===== src/rtl/io_pkg.sv =====
// Shared types and defaults for the IN-instruction input responder.
package io_pkg;

  typedef enum logic [2:0] {
    S_IDLE,
    S_ARM,
    S_WAIT_PRESS,
    S_ACK,
    S_DONE
  } state_t;

  // 10 ms at 50 MHz
  localparam int unsigned DEBOUNCE_CYCLES_DEF = 500000;

endpackage


===== src/rtl/modulo_entrada_debounce_sync.sv =====
// Push-button conditioner: 2-flop synchronizer, polarity normalisation,
// stability counter and a one-cycle pulse on each debounced press.
module debounce_sync #(
  parameter int unsigned DEBOUNCE_CYCLES   = 500000,
  parameter bit          BUTTON_ACTIVE_LOW = 1'b1
) (
  input  logic clock,
  input  logic reset_n,
  input  logic button_in,
  output logic debounced,
  output logic press_evt
);

  localparam int unsigned     CNT_W    = (DEBOUNCE_CYCLES > 2) ? $clog2(DEBOUNCE_CYCLES) : 1;
  localparam logic [CNT_W-1:0] CNT_LAST = CNT_W'(DEBOUNCE_CYCLES - 1);
  // Raw pin level that means "not pressed"
  localparam logic            RELEASED_RAW = BUTTON_ACTIVE_LOW;

  logic             r_meta;
  logic             r_sync;
  logic             r_level;
  logic             r_press;
  logic [CNT_W-1:0] r_cnt;
  logic             w_pressed;

  assign w_pressed = r_sync ^ BUTTON_ACTIVE_LOW;
  assign debounced = r_level;
  assign press_evt = r_press;

  // Synchronize the pin, then accept a level change only after it has been
  // stable for DEBOUNCE_CYCLES consecutive samples.
  always_ff @(posedge clock) begin
    if (!reset_n) begin
      r_meta  <= RELEASED_RAW;
      r_sync  <= RELEASED_RAW;
      r_cnt   <= '0;
      r_level <= 1'b0;
      r_press <= 1'b0;
    end else begin
      r_meta  <= button_in;
      r_sync  <= r_meta;
      r_press <= 1'b0;
      if (w_pressed == r_level) begin
        r_cnt <= '0;
      end else if (r_cnt == CNT_LAST) begin
        r_cnt   <= '0;
        r_level <= w_pressed;
        // Pulse coincides with the first cycle the debounced level reads pressed
        r_press <= w_pressed;
      end else begin
        r_cnt <= r_cnt + CNT_W'(1);
      end
    end
  end

endmodule


===== src/rtl/modulo_entrada.sv =====
// IN-instruction responder: on a CPU request, waits for a fresh debounced
// button press, captures the synchronized switch word and returns it with a
// one-cycle data_valid pulse.
module modulo_entrada
  import io_pkg::*;
#(
  parameter int unsigned DATA_W            = 18,
  parameter int unsigned OUT_W             = 32,
  parameter int unsigned DEBOUNCE_CYCLES   = DEBOUNCE_CYCLES_DEF,
  parameter bit          BUTTON_ACTIVE_LOW = 1'b1
) (
  input  logic              clock,
  input  logic              reset_n,
  input  logic              button_in,
  input  logic [DATA_W-1:0] switches,
  input  logic              op_in,
  output logic [OUT_W-1:0]  data_out,
  output logic              data_valid,
  output logic              waiting
);

  logic [DATA_W-1:0] r_sw_meta;
  logic [DATA_W-1:0] r_sw_sync;
  logic [OUT_W-1:0]  r_data;
  state_t            r_state;
  state_t            w_next;
  logic              w_capture;
  logic              w_debounced;
  logic              w_press_evt;

  debounce_sync #(
    .DEBOUNCE_CYCLES   (DEBOUNCE_CYCLES),
    .BUTTON_ACTIVE_LOW (BUTTON_ACTIVE_LOW)
  ) u_deb (
    .clock     (clock),
    .reset_n   (reset_n),
    .button_in (button_in),
    .debounced (w_debounced),
    .press_evt (w_press_evt)
  );

  assign data_out = r_data;

  // Two-flop synchronizer for the slide switches
  always_ff @(posedge clock) begin
    if (!reset_n) begin
      r_sw_meta <= '0;
      r_sw_sync <= '0;
    end else begin
      r_sw_meta <= switches;
      r_sw_sync <= r_sw_meta;
    end
  end

  // State register and captured word
  always_ff @(posedge clock) begin
    if (!reset_n) begin
      r_state <= S_IDLE;
      r_data  <= '0;
    end else begin
      r_state <= w_next;
      if (w_capture) r_data <= OUT_W'(r_sw_sync);
    end
  end

  // Handshake sequencing; a dropped request always takes priority over a press
  always_comb begin
    w_next     = r_state;
    w_capture  = 1'b0;
    data_valid = 1'b0;
    waiting    = 1'b0;
    unique case (r_state)
      S_IDLE: begin
        if (op_in) w_next = S_ARM;
      end
      S_ARM: begin
        waiting = 1'b1;
        if (!op_in)            w_next = S_IDLE;
        else if (!w_debounced) w_next = S_WAIT_PRESS;
      end
      S_WAIT_PRESS: begin
        waiting = 1'b1;
        if (!op_in) begin
          w_next = S_IDLE;
        end else if (w_press_evt) begin
          w_capture = 1'b1;
          w_next    = S_ACK;
        end
      end
      S_ACK: begin
        data_valid = 1'b1;
        w_next     = S_DONE;
      end
      S_DONE: begin
        if (!op_in) w_next = S_IDLE;
      end
      default: w_next = S_IDLE;
    endcase
  end

endmodule


===== config.mk =====
export PLATFORM = sky130hd
export DESIGN_NAME = modulo_entrada
export DESIGN_NICKNAME = d
export VERILOG_FILES = /design/src/rtl/io_pkg.sv /design/src/rtl/modulo_entrada_debounce_sync.sv /design/src/rtl/modulo_entrada.sv
export SDC_FILE = /design/constraint.sdc
export NUM_CORES = 1
export LEC_CHECK = 0
export ABC_AREA = 0
export BUFFER_PORTS_ARGS = -buffer_cell sky130_fd_sc_hd__buf_2
export CORE_ASPECT_RATIO = 1.1
export CORE_UTILIZATION = 37
export DETAILED_ROUTE_END_ITERATION = 10
export GPL_ROUTABILITY_DRIVEN = 0
export SKIP_CTS_REPAIR_TIMING = 1
export SYNTH_ARGS = -nofsm -noshare
export SYNTH_HDL_FRONTEND = slang
export SYNTH_HIERARCHICAL = 1
export SYNTH_SLANG_ARGS = --single-unit

===== constraint.sdc =====
create_clock -name clock -period 4.5 [get_ports clock]
set_clock_uncertainty 0.05 [all_clocks]
set_input_delay 0.45 -clock clock [delete_from_list [all_inputs] [get_ports clock]]
set_output_delay 0.45 -clock clock [all_outputs]
set_load 0.05 [all_outputs]

==> impl_summary.md <==
Worst hold path
The class of the worst hold path is input port to flip-flop.

Final layout
The library cell used most frequently in the layout, excluding fill and tap cells, is dfxtp_1. Of the cells placed in the final design, the portion with a size suffix greater than 1 is 0.1802. The layout has 816 filler cells. The post-layout net count is 363. In the layout the commonest cells are dfxtp_1, buf_2, and2_1.

The number of diodes is 0. The count of cells in the finished layout, fillers not included, comes to 452. The area growth from synthesis to layout is 12.50%.

Power and ir drop
Of the total power, registers draw 0.530. The static leakage is 1.460 nW. The switching share of power is 0.2319. The worst-case IR drop observed on VDD is 137.6 uV. For this design the ratio of total power to cell area is 395.8 mW/mm^2.

Of the total power, combinational logic draws 0.055. The design draws 1.382 mW. The share of total power dissipated in the clock network is 0.415. In this run the power spent charging and discharging nets is 0.3204 mW. The internal power component is 1.061 mW.

GRT
The maximum number of pins on one net before global-route repair is 63. The initial antenna violation count is 0. The first-pass GRT wire length is 8.880 mm. The overall overflow remaining after global route is 0. The all-layer global routing usage is 0.1304.

The via count of the first global-routing pass is 1,941.

Setup path
The critical path goes through ha_1 -> nand4_1 -> o211ai_2 -> nor2_1. The delay of the slowest cell on the worst path is 760 ps. The type of the setup path with the least slack is flip-flop to flip-flop.

At the worst endpoint, the arrival time is 2170 ps. The worst setup path is captured at a flip-flop. For this design, the slowest cell found on the critical path is o211ai_2. Along the worst path, the maximum fanout reaches 19.

The worst endpoint required time is 4650 ps. The worst setup path is launched from a flip-flop. The number of buffers and inverters on the critical path is 0. The gate family responsible for the most delay along the worst path is compound AO/OA/AOI/OAI gates.

Routing
After detailed routing, the number of vias per cell comes to 4.562. The via count is 2,062. The detailed-routing iteration count for the pre-antenna-repair pass is 4.

The detail route stage leaves a number of antenna-violating nets equal to 0. The detailed-route DRC error count is 0. The first routing iteration left 62 violations. After detailed routing, the total wire length is 5.183 mm. The mean routed wirelength per cell is 11.47 um.

Yosys
The area share of the largest cell type after synthesis is 0.5161. Each instance of the synthesized netlist takes up on average 10.11 um^2. Synthesis handed over a netlist of 307 instances. The async set or reset register ratio after synthesis is 0. For this run, the leading register cell type out of synthesis is dfxtp_1. The number of register bits inferred by synthesis is 80. The cell type with the largest total area after synthesis is dfxtp_1.

The synthesized netlist occupies a cell area of 0.003103 mm^2. Yosys mapped a number of flops with a built-in enable equal to 0. The number of warning messages in the yosys log is 6. The number of library cell types mapped by synthesis is 43. Ranked by total cell area, the synthesized netlist is headed by dfxtp_1, and2_1, o21a_1. For this run, the register share of the synthesized area comes to 0.5161.

Clocking
The number of sinks handled by clock tree synthesis is 80. The clock tree from TritonCTS is yes. The number of buffers inserted during clock tree synthesis is 9. The tree is rooted in a clkbuf_8.

The H-tree was split into 3 levels. Clock latency on the worst-skew pair, taken at its later pin, is 340 ps. The clock-pin slew on the worst setup and hold paths is 80 ps. The longest clock path from root to sink contains 2 buffers.

STA
The ratio of final minimum period to clock period is 0.4493. The final-report hold violation count is 0. Setup repair after global routing left no endpoint under its margin. At the pin with the least slew margin, the transition time is 1116 ps.

The count of endpoints failing setup in the final report is 0. In this run the tightest slew margin relative to its limit is 0.2549. The number of pins exceeding their max-slew limit in the final report came to 0. The final setup TNS is 0 ps. Based on the critical path, the design can be clocked at up to 0.4946 GHz. The minimum clock period is 2022 ps.

The final critical-path setup slack is 2478 ps.

Floorplan
For this configuration, the core starts out at a cell density of 0.3880. In this run the standard cell core region covers 0.007998 mm^2. The die area is 0.008757 mm^2. The die is 98.05 um tall. The initialized floorplan defines 34 standard-cell rows. The floorplan step set the die width to 89.32 um. For this design the top-level I/O count stands at 56.

Outcome
The run finished with clean final reports.

Placed design
Timing analysis after detailed placement gives a worst setup slack of 2325 ps. After detailed placement, the design holds a cell count of 437. The HPWL after detailed placement is 3.245 mm. In this run the tool buffered the top-level ports with 41 buffer cells.

Flow run
The number of maximum-capacitance constraint violations is 0.
synthesized netlist by cell type (2+ instances only):
cell type,instances
or3_1,2
and3_1,19
nand3_1,5
nor4_1,6
nor2_1,20
buf_6,3
dfxtp_1,80
buf_4,15
nand4_1,6
nor3b_1,2
xnor2_1,11
xor2_1,5
clkbuf_1,7
and2_1,36
buf_2,6
o21a_1,19
o21ai_0,2
nor3_1,4
a21oi_1,4
nand2b_1,5
a21boi_1,18
inv_1,3
mux2i_1,2
nand2_1,8
power by group through the flow:
stage	combinational, mW	clock, mW	sequential, mW
2_1_floorplan	0.0772	0	0.744
3_3_place_gp	0.0768	0	0.748
3_5_place_dp	0.0772	0	0.749
4_1_cts	0.0775	0.591	0.732
5_1_grt	0.0841	0.620	0.734
6_report	0.0765	0.573	0.732
per-layer routing:
metal,vias to the layer above,global-route usage,part of all wire
met5,-,0,0
met4,0,0.06227,0.014
met3,6,0.03973,0.040
met2,39,0.2008,0.45
met1,939,0.1646,0.50
li1,1078,-,-
per-stage QoR:
step           hold WS [ps]  utilization  area [um^2]
2_1_floorplan         336.3            -         3152
3_3_place_gp          347.3       0.4094         3274
3_5_place_dp          353.0       0.4094         3274
4_1_cts               218.2       0.4365         3491
5_1_grt               236.5       0.4365         3491
6_report              235.7       0.4365         3491
worst reg2reg max path: stages (launching register included):
cell,delay (ps)
dfxtp_1,390
ha_1,240
nand4_1,310
o211ai_2,760
nor2_1,120
logic make-up after synthesis:
kind of cell,count (synthesis),synth area share
adder cells (fa/ha/maj),1,0.004032
AND/OR/NAND/NOR,122,0.2343
buffers and inverters,36,0.07500
XOR/XNOR,16,0.04516
other,1,0.001209
AO/OA/AOI/OAI,49,0.1177
flip-flops,80,0.5161
multiplexers,2,0.006452
area by class of cell:
type,count,area [um^2],area share
clock buffer,9,123.9,0.03548
clock inverter,6,92.59,0.02652
inverter,4,15.01,0.004301
multi-input combinational,204,1318,0.3774
sequential,80,1602,0.4588
tap,108,135.1,0.03871
timing repair buffer,41,205.2,0.05878
path summary, 6_finish.rpt:
check	slack (ps)	cells past startpoint	to	startpoint
worst max register to register	2480	4	u_deb/r_cnt[10]	u_deb/r_cnt[0]
worst min-delay path	240	2	u_deb/r_meta	button_in
worst max-delay path	2480	4	u_deb/r_cnt[10]	u_deb/r_cnt[0]
worst min register to register	370	1	u_deb/r_sync	u_deb/r_meta
sequential cells by signal, summed over array words and instances, names as in the netlist:
name and cells:
r_sw_sync 18, r_state 3, data_out 18, r_sw_meta 18, u_deb/r_meta 1, u_deb/press_evt 1
u_deb/r_cnt 19, u_deb/r_sync 1, u_deb/debounced 1
Note: power is estimated with default switching activity, not from simulation.
